==> src/rtl/keypad_scanner.sv <==
// keypad_scanner
//   Matrix-keypad scanner, debouncer and key decoder. Drives one-hot column
//   strobes, synchronises and debounces the row returns, locks onto the first
//   key it sees and reports one code per physical press. A two-entry history
//   (digit_new / digit_old) feeds the dual seven-segment display path.
//
// Ports
//   clk        in   system clock
//   reset      in   asynchronous, active-high; clears all state
//   rows       in   [NUM_ROWS] raw row returns, active-high, asynchronous
//   cols       out  [NUM_COLS] one-hot column strobe, active-high
//   key_code   out  [CODE_W]   code of the currently / most recently locked key
//   key_valid  out  one-cycle pulse on each accepted press
//   key_held   out  high while a key is locked (HELD or RELEASE)
//   digit_new  out  [CODE_W]   newest accepted key
//   digit_old  out  [CODE_W]   previous accepted key
//   dbg_state  out  [2]        current FSM state (SCAN=0, DEBOUNCE=1, HELD=2, RELEASE=3)
//
// Output protocol: key_valid is a pure strobe with no back-pressure. key_code,
// digit_new and digit_old are updated on the same edge that raises key_valid
// and are stable for at least that whole cycle.

module keypad_scanner #(
    parameter int NUM_ROWS        = 4,
    parameter int NUM_COLS        = 4,
    parameter int SCAN_DIV        = 4,
    parameter int DEBOUNCE_CYCLES = 8,
    parameter int HEX_MAP         = 1,
    localparam int CODE_W = ($clog2(NUM_ROWS * NUM_COLS) > 1) ? $clog2(NUM_ROWS * NUM_COLS) : 1
) (
    input  logic                clk,
    input  logic                reset,
    input  logic [NUM_ROWS-1:0] rows,
    output logic [NUM_COLS-1:0] cols,
    output logic [CODE_W-1:0]   key_code,
    output logic                key_valid,
    output logic                key_held,
    output logic [CODE_W-1:0]   digit_new,
    output logic [CODE_W-1:0]   digit_old,
    output logic [1:0]          dbg_state
);

    localparam int ROW_W = ($clog2(NUM_ROWS) > 1) ? $clog2(NUM_ROWS) : 1;
    localparam int COL_W = ($clog2(NUM_COLS) > 1) ? $clog2(NUM_COLS) : 1;
    localparam int DIV_W = ($clog2(SCAN_DIV) > 1) ? $clog2(SCAN_DIV) : 1;
    localparam int CNT_W = ($clog2(DEBOUNCE_CYCLES) > 1) ? $clog2(DEBOUNCE_CYCLES) : 1;
    localparam bit USE_HEX = (HEX_MAP == 1) && (NUM_ROWS == 4) && (NUM_COLS == 4);

    typedef enum logic [1:0] {
        S_SCAN     = 2'd0,
        S_DEBOUNCE = 2'd1,
        S_HELD     = 2'd2,
        S_RELEASE  = 2'd3
    } state_t;

    state_t              r_state;
    logic [NUM_ROWS-1:0] r_sync1;
    logic [NUM_ROWS-1:0] r_rows_s;
    logic [COL_W-1:0]    r_col;
    logic [ROW_W-1:0]    r_row;
    logic [DIV_W-1:0]    r_div;
    logic [CNT_W-1:0]    r_cnt;
    logic [NUM_COLS-1:0] r_cols;
    logic [CODE_W-1:0]   r_key_code;
    logic [CODE_W-1:0]   r_digit_new;
    logic [CODE_W-1:0]   r_digit_old;
    logic                r_key_valid;
    logic                r_key_held;

    logic                w_any_row;
    logic                w_locked;
    logic                w_div_last;
    logic                w_cnt_done;
    logic [ROW_W-1:0]    w_low_row;
    logic [COL_W-1:0]    w_next_col;
    logic [NUM_COLS-1:0] w_next_cols;
    logic [CODE_W-1:0]   w_code;

    // Hex legend: rows top to bottom 1 2 3 A / 4 5 6 B / 7 8 9 C / E 0 F D.
    // The linear index r*NUM_COLS+c selects the legend entry.
    function automatic logic [CODE_W-1:0] make_code(input logic [ROW_W-1:0] r,
                                                    input logic [COL_W-1:0] c);
        int         lin;
        logic [3:0] h;
        lin = int'(r) * NUM_COLS + int'(c);
        h   = 4'h0;
        case (lin)
            0:  h = 4'h1;
            1:  h = 4'h2;
            2:  h = 4'h3;
            3:  h = 4'hA;
            4:  h = 4'h4;
            5:  h = 4'h5;
            6:  h = 4'h6;
            7:  h = 4'hB;
            8:  h = 4'h7;
            9:  h = 4'h8;
            10: h = 4'h9;
            11: h = 4'hC;
            12: h = 4'hE;
            13: h = 4'h0;
            14: h = 4'hF;
            15: h = 4'hD;
            default: h = 4'h0;
        endcase
        if (USE_HEX) make_code = CODE_W'(h);
        else         make_code = CODE_W'(lin);
    endfunction

    // Lowest-index asserted row wins when several rows are active at once.
    always_comb begin
        w_low_row = '0;
        for (int i = NUM_ROWS - 1; i >= 0; i--) begin
            if (r_rows_s[i]) w_low_row = ROW_W'(i);
        end
    end

    assign w_any_row   = |r_rows_s;
    assign w_locked    = r_rows_s[r_row];
    assign w_div_last  = (r_div == DIV_W'(SCAN_DIV - 1));
    assign w_cnt_done  = (r_cnt == CNT_W'(DEBOUNCE_CYCLES - 1));
    assign w_next_col  = (r_col == COL_W'(NUM_COLS - 1)) ? '0 : r_col + COL_W'(1);
    assign w_next_cols = NUM_COLS'(1) << w_next_col;
    assign w_code      = make_code(r_row, r_col);

    always_ff @(posedge clk or posedge reset) begin
        if (reset) begin
            r_state     <= S_SCAN;
            r_sync1     <= '0;
            r_rows_s    <= '0;
            r_col       <= '0;
            r_row       <= '0;
            r_div       <= '0;
            r_cnt       <= '0;
            r_cols      <= NUM_COLS'(1);
            r_key_code  <= '0;
            r_digit_new <= '0;
            r_digit_old <= '0;
            r_key_valid <= 1'b0;
            r_key_held  <= 1'b0;
        end else begin
            r_sync1     <= rows;
            r_rows_s    <= r_sync1;
            r_key_valid <= 1'b0;

            case (r_state)
                S_SCAN: begin
                    // Sample only on the last cycle of a column period so the
                    // synchroniser has caught up with the current strobe.
                    if (w_div_last) begin
                        r_div <= '0;
                        if (w_any_row) begin
                            r_row   <= w_low_row;
                            r_cnt   <= '0;
                            r_state <= S_DEBOUNCE;
                        end else begin
                            r_col  <= w_next_col;
                            r_cols <= w_next_cols;
                        end
                    end else begin
                        r_div <= r_div + DIV_W'(1);
                    end
                end

                S_DEBOUNCE: begin
                    if (!w_locked) begin
                        // Glitch: abandon this key and move on to the next column.
                        r_state <= S_SCAN;
                        r_col   <= w_next_col;
                        r_cols  <= w_next_cols;
                        r_div   <= '0;
                        r_cnt   <= '0;
                    end else if (w_cnt_done) begin
                        r_state     <= S_HELD;
                        r_cnt       <= '0;
                        r_key_code  <= w_code;
                        r_digit_old <= r_digit_new;
                        r_digit_new <= w_code;
                        r_key_valid <= 1'b1;
                        r_key_held  <= 1'b1;
                    end else begin
                        r_cnt <= r_cnt + CNT_W'(1);
                    end
                end

                S_HELD: begin
                    if (!w_locked) begin
                        r_state <= S_RELEASE;
                        r_cnt   <= '0;
                    end
                end

                S_RELEASE: begin
                    if (w_locked) begin
                        // Release bounce: the same press, so no new key_valid.
                        r_state <= S_HELD;
                        r_cnt   <= '0;
                    end else if (w_cnt_done) begin
                        r_state    <= S_SCAN;
                        r_col      <= w_next_col;
                        r_cols     <= w_next_cols;
                        r_div      <= '0;
                        r_cnt      <= '0;
                        r_key_held <= 1'b0;
                    end else begin
                        r_cnt <= r_cnt + CNT_W'(1);
                    end
                end

                default: r_state <= S_SCAN;
            endcase
        end
    end

    assign cols      = r_cols;
    assign key_code  = r_key_code;
    assign key_valid = r_key_valid;
    assign key_held  = r_key_held;
    assign digit_new = r_digit_new;
    assign digit_old = r_digit_old;
    assign dbg_state = r_state;

endmodule
==> config.mk <==
export PLATFORM = sky130hd
export DESIGN_NAME = keypad_scanner
export DESIGN_NICKNAME = d
export VERILOG_FILES = /design/src/rtl/keypad_scanner.sv
export SDC_FILE = /design/constraint.sdc
export NUM_CORES = 1
export LEC_CHECK = 0
export CAP_MARGIN = 20
export CORE_MARGIN = 2
export CORE_UTILIZATION = 35
export CTS_BUF_LIST = sky130_fd_sc_hd__clkbuf_16
export CTS_CLUSTER_SIZE = 25
export DETAILED_ROUTE_END_ITERATION = 8
export GPL_ROUTABILITY_DRIVEN = 0
export PLACE_DENSITY = 0.63
export SYNTH_ARGS = -nofsm -noshare
export SYNTH_HDL_FRONTEND = slang
export SYNTH_SLANG_ARGS = --single-unit
==> constraint.sdc <==
create_clock -name clk -period 5.4 [get_ports clk]
set_clock_uncertainty 0.2 [all_clocks]
set_input_delay 0.54 -clock clk [delete_from_list [all_inputs] [get_ports clk]]
set_output_delay 0.54 -clock clk [all_outputs]
set_load 0.02 [all_outputs]
==> flow_summary.toml, run 1 <==
[status]
status = "finished clean"

[final_layout]
fin_nets = 176
multi_input_area_um2 = 661.9
postLayoutCoreUtil_pct = 45.34
regArea_um2 = 827.0
diodes = 0
fin_area_um2 = 1974
layout.cells.non_filler = 213
syn2layout_area_growth_pct = 24.06
layout-drive-gt1-share_pct = 13.04
fill_cells = 393

[floorplanning]
die_w_um = 71.44
start_util_pct = 36.55
fp.coreArea_um2 = 4354
dieArea_um2 = 5103
pin_count = 26
dieHeight_um = 71.44
rows = 24

[drt]
drt_pre_antenna_iters = 4
first_iter_violations = 79
dr_total_vias = 1091
via_per_inst = 5.122
routedWlPerCell_um = 13.15
wl_um = 2801
drc = 0
antenna_left = 0

[sta]
fin_crit_sh_pct = 42.59
hold_violations = 0
tightest_slew_ns = 0.4488
setup_violations = 0
timing.slew.headroom_pct = 70.00
period_minus_slack_ns = 2.300
tns_ns = 0
fmax_ghz = 0.4348
rsz0062_at_grt = "no"
slew_violations = 0

[yosys]
synth_cell_type_count = 32
ys_warn_count = 0
synth_top_cell_by_area = "dfrtp_1"
synth-seq-area-share_pct = 51.97
synth_area_leaders = "dfrtp_1 50%, ha_1 7.9%, mux2_2 7.1%, nand2_1 3.5%, buf_4 2.8%"
avgSynthCellArea_um2 = 11.62
ys.flop_type = "dfrtp_1"
syn-instance-count = 137
netlist_area_um2 = 1592
synth_top_area_share_pct = 50.31
yosys-top-cells-count = "32 x dfrtp_1, 15 x nand2_1, 10 x ha_1, 10 x mux2_2, 9 x nor2_1"
post-synth-top-count-cell = "dfrtp_1"
syn_nets = 153
synth_edf_count = 0
ys_seq_elements = 33
async_flop_share_pct = 100.0

[place]
dp_cells = 205
hpwl_um = 2068
portBuffers = 25
postPlaceCellArea_um2 = 1838

[power]
p_per_area_nw_per_um2 = 531.7
peakVddDrop_mv = 0.2295
p_leak_uw = 0.0009145

[setup_path]
crit_path_max_fanout = 13
arrival_ns = 2.26
endpoint_kind = "flop"
critPathLaunchType = "flop"
crit_type = "reg -> reg"
crit_slowest_cell = "mux4_2"
rrSetupSlack_ns = 3.10
path_cells = "mux4_2 > nand3_1 > mux2_2"
cp.required_ns = 5.36
slowest_delay_ns = 0.68

[cts]
clkLatencyLatePin_ns = 0.27
cts.path.max_buffers = 2
path_clk_slew_ns = 0.05
cts.repair.resized = 0
clock_sinks = 33
cts_setup_buffers = 0
htreeDepth = 2
root_buffer = "clkbuf_16"
holdBufCountCts = 0
cts_made_buffers = 5
cts_tree = "yes"

[global_routing]
grtUsageTotal_pct = 12.42
grt_overflow_total = 0
antenna_found_initial = 0
grt_first_pass_wirelength_um = 4864
first_global_vias = 1086
grt_max_degree = 34

[flow_run]
maxCapViolCount = 0

[worst_hold_path]
min-delay-path-class = "reg -> reg"
==> metal layers <==
layer | up-vias | part of all wire (%) | global-route usage (%) | routed length (um)
met3 | 6 | 4.8 | 3.797 | 135
met2 | 32 | 50 | 20.06 | 1387
met1 | 536 | 44 | 15.03 | 1224
met5 | - | 0 | 0 | 0
met4 | 0 | 1.9 | 6.289 | 53
li1 | 517 | - | - | -
==> stage by stage <==
| step | power [uW] | hold slack (ns) | setup slack, ns |
|---|---|---|---|
| 6_report | 1050 | 0.1474 | 3.100 |
| 5_1_grt | 1119 | 0.1522 | 3.002 |
| 4_1_cts | 1061 | 0.1502 | 3.096 |
| 3_5_place_dp | 796.9 | 0.1393 | 3.099 |
| 3_3_place_gp | 773.9 | 0.1316 | 3.156 |
| 2_1_floorplan | 688.0 | 0.1312 | 3.460 |
==> critical path, delay by kind of cell, from the launching register on <==
kind / cells / cell delay, ns
mux: 2 / 1.07
simple gates: 1 / 0.41
flops: 1 / 0.51
==> cells in the final DEF, fill, tap and decap left out, drive strengths merged, types with 3 or more instances in the layout <==
| cell type | n |
|---|---|
| clkbuf | 5 |
| mux2 | 10 |
| inv | 10 |
| ha | 10 |
| mux2i | 3 |
| nand3 | 3 |
| nand2 | 15 |
| clkdlybuf4s50 | 25 |
| a31oi | 3 |
| a21oi | 6 |
| o21ai | 7 |
| dfrtp | 32 |
| nor2 | 9 |
==> layout make-up <==
type                       count  area share, %
sequential                    33          41.89
tap                           52          3.295
clock buffer                   5          6.337
inverter                       7          1.331
timing repair buffer          26          13.05
clock inverter                 3         0.5703
multi-input combinational     87          33.52
==> flip-flops by register name, summed over array words and instances (netlist names), 3 cells and up, named ones only <==
name	count
digit_new	4
digit_old	4
cols	4
r_sync1	4
r_cnt	3
r_rows_s	4
==> power by group <==
group	switching, uW	internal (uW)	leakage (uW)
registers	73.2	314	0.000418
logic	200	204	0.000419
clock network	93.8	165	0.0000776
total	367	683	0.000915
==> cell families after synthesis <==
group / count (synthesis) / synth area share [%]
adder cells (fa/ha/maj): 10 / 7.862
XOR/XNOR: 1 / 0.5504
AO/OA/AOI/OAI: 24 / 10.30
flip-flops: 33 / 51.97
multiplexers: 15 / 11.79
AND/OR/NAND/NOR: 37 / 11.08
buffers and inverters: 17 / 6.446
==> path summary, 6_finish.rpt <==
kind / endpoint / depth (start not counted) / start
setup / recovery: digit_old[3] / 3 / r_row[0]
hold / removal: r_rows_s[2] / 0 / r_sync1[2]
setup reg to reg: digit_old[3] / 3 / r_row[0]
hold reg to reg: r_rows_s[2] / 0 / r_sync1[2]
max in group asynchronous: cols[0] / 3 / reset
min in group asynchronous: cols[1] / 3 / reset
Power figures use the tool's default switching activity.
==> run 2, diff against run 1 <==
Settings changed: PLACE_DENSITY 0.63 to 0.65.
Clock period 5.4 ns to 2.1 ns, I/O delays scaled along.
==> flow_summary.toml, run 2 (synthesized netlist as in run 1, its figures left out) <==
[drt]
routedWlPerCell_um = 12.83
via_per_inst = 5.032
wl_um = 2836
antenna_left = 0
drt_pre_antenna_iters = 4
first_iter_violations = 69
drc = 0
dr_total_vias = 1112

[global_routing]
first_global_vias = 1109
grt_overflow_total = 0
grtUsageTotal_pct = 12.71
grt_max_degree = 34
grt_first_pass_wirelength_um = 5016
antenna_found_initial = 0

[place]
portBuffers = 25
hpwl_um = 2060
postPlaceCellArea_um2 = 1898
pre_cts_ws_ns = 0.1419

[cts]
root_buffer = "clkbuf_16"
clkLatencyLatePin_ns = 0.28
cts.path.max_buffers = 2
holdBufCountCts = 0
cts.repair.resized = 0
cts_setup_buffers = 0
path_clk_slew_ns = 0.05
clock_sinks = 33
cts_tree = "yes"
htreeDepth = 2
cts_made_buffers = 5

[sta]
fin_crit_sh_pct = 94.80
fmax_ghz = 0.5023
setup_violations = 0
whs_ns = 0.1155
layout_setup_ws_ns = 0.1091
slew_violations = 0
rsz0062_at_grt = "no"
hold_violations = 0
tightest_slew_ns = 0.4023
period_minus_slack_ns = 1.991
tns_ns = 0
timing.slew.headroom_pct = 73.18

[setup_path]
arrival_ns = 1.58
slowest_delay_ns = 0.60
path_cells = "buf_4 > clkdlybuf4s50_1"
cpLargestDelayFamily = "buffers and inverters"
r2r_cells = 3
crit_type = "reg -> out"
crit_cells = 2
reg2reg_from = "r_rows_s[0]"
worst-path-buf-inv = 2
crit_path_max_fanout = 11
endpoint_kind = "primary output"
rrSetupSlack_ns = 0.14
crit_slowest_cell = "clkdlybuf4s50_1"
worstSetupStartpoint = "dbg_state[0]"
cp.required_ns = 1.69
r2r_end = "cols[2]"
critPathLaunchType = "flop"
endpoint = "dbg_state[0]"

[power]
netSwitchingPower_uw = 958.1
p_per_area_nw_per_um2 = 1366
peakVddDrop_mv = 0.5695
p_leak_uw = 0.0009496
combPwrFrac_pct = 41.5
pwr-share-seq_pct = 34.2
p_int_uw = 1824
clockPowerShare_pct = 24.3
switching_share_pct = 34.43

[status]
status = "finished clean"

[floorplanning]
dieHeight_um = 71.44
dieArea_um2 = 5103
rows = 24
start_util_pct = 36.55
die_w_um = 71.44
fp.coreArea_um2 = 4354
pin_count = 26

[final_layout]
final_common_cell = "dfrtp_1"
final_cell_mix = "32 x dfrtp_1, 25 x clkdlybuf4s50_1, 15 x nand2_1, 10 x mux2_2, 10 x ha_1"
postLayoutCoreUtil_pct = 46.78
diodes = 0
syn2layout_area_growth_pct = 27.99
fin_area_um2 = 2037
fin_nets = 184
layout-drive-gt1-share_pct = 18.34

[flow_run]
maxCapViolCount = 0

[worst_hold_path]
min-delay-path-class = "in -> async"
## run 2: cell types whose count changed in the layout (fill, tap and decap cells not counted)
| cell | delta |
|---|---|
| buf_4 | +8 |
| clkinv_2 | +2 |
| inv_1 | -2 |
## run 2: layer usage
layer  wire [um]  vias to the layer above  part of all wire [%]  global-route usage (%)
met4          80                        0                   2.8                   7.547
met3         117                        7                   4.1                   3.938
met2        1388                       21                    49                   19.65
met5           0                        -                     0                       0
met1        1250                      546                    44                   15.62
li1            -                      538                     -                       -
## run 2: power by group through the flow
stage	logic [uW]	clock network, uW	registers, uW
after CTS	1170	699	953
final	1160	675	952
after global routing	1280	733	984
after global placement	1110	0	951
after floorplan	765	0	1000
after detailed placement	1150	0	963
## run 2: worst min-delay path, stage by stage
cell and delay (ns):
clkdlybuf4s50_1 0.39, inv_1 0.05, buf_4 0.36
## run 2: worst min path at each step
stage / start / endpoint / cells past startpoint
floorplan: rows[0] / r_sync1[0] / 0
global placement: r_sync1[2] / r_rows_s[2] / 0
detailed placement: r_sync1[1] / r_rows_s[1] / 0
CTS: reset / dbg_state[0] / 3
global route: r_sync1[3] / r_rows_s[3] / 0
finish: reset / key_held / 3
## run 2: through the flow
| stage | cells | total power, uW |
|---|---|---|
| 2_1_floorplan | 137 | 1769 |
| 3_3_place_gp | 213 | 2066 |
| 3_5_place_dp | 213 | 2117 |
| 4_1_cts | 221 | 2820 |
| 5_1_grt | 221 | 2995 |
| 6_report | 221 | 2782 |
## run 2: area by class of cell
type / instances / area, um^2
Clock buffer: 5 / 125.1
Clock inverter: 3 / 13.76
Fill cell: 385 / 2317
Inverter: 7 / 26.28
Multi-Input combinational cell: 87 / 661.9
Sequential cell: 33 / 827.0
Tap cell: 52 / 65.06
Timing Repair Buffer: 34 / 317.8
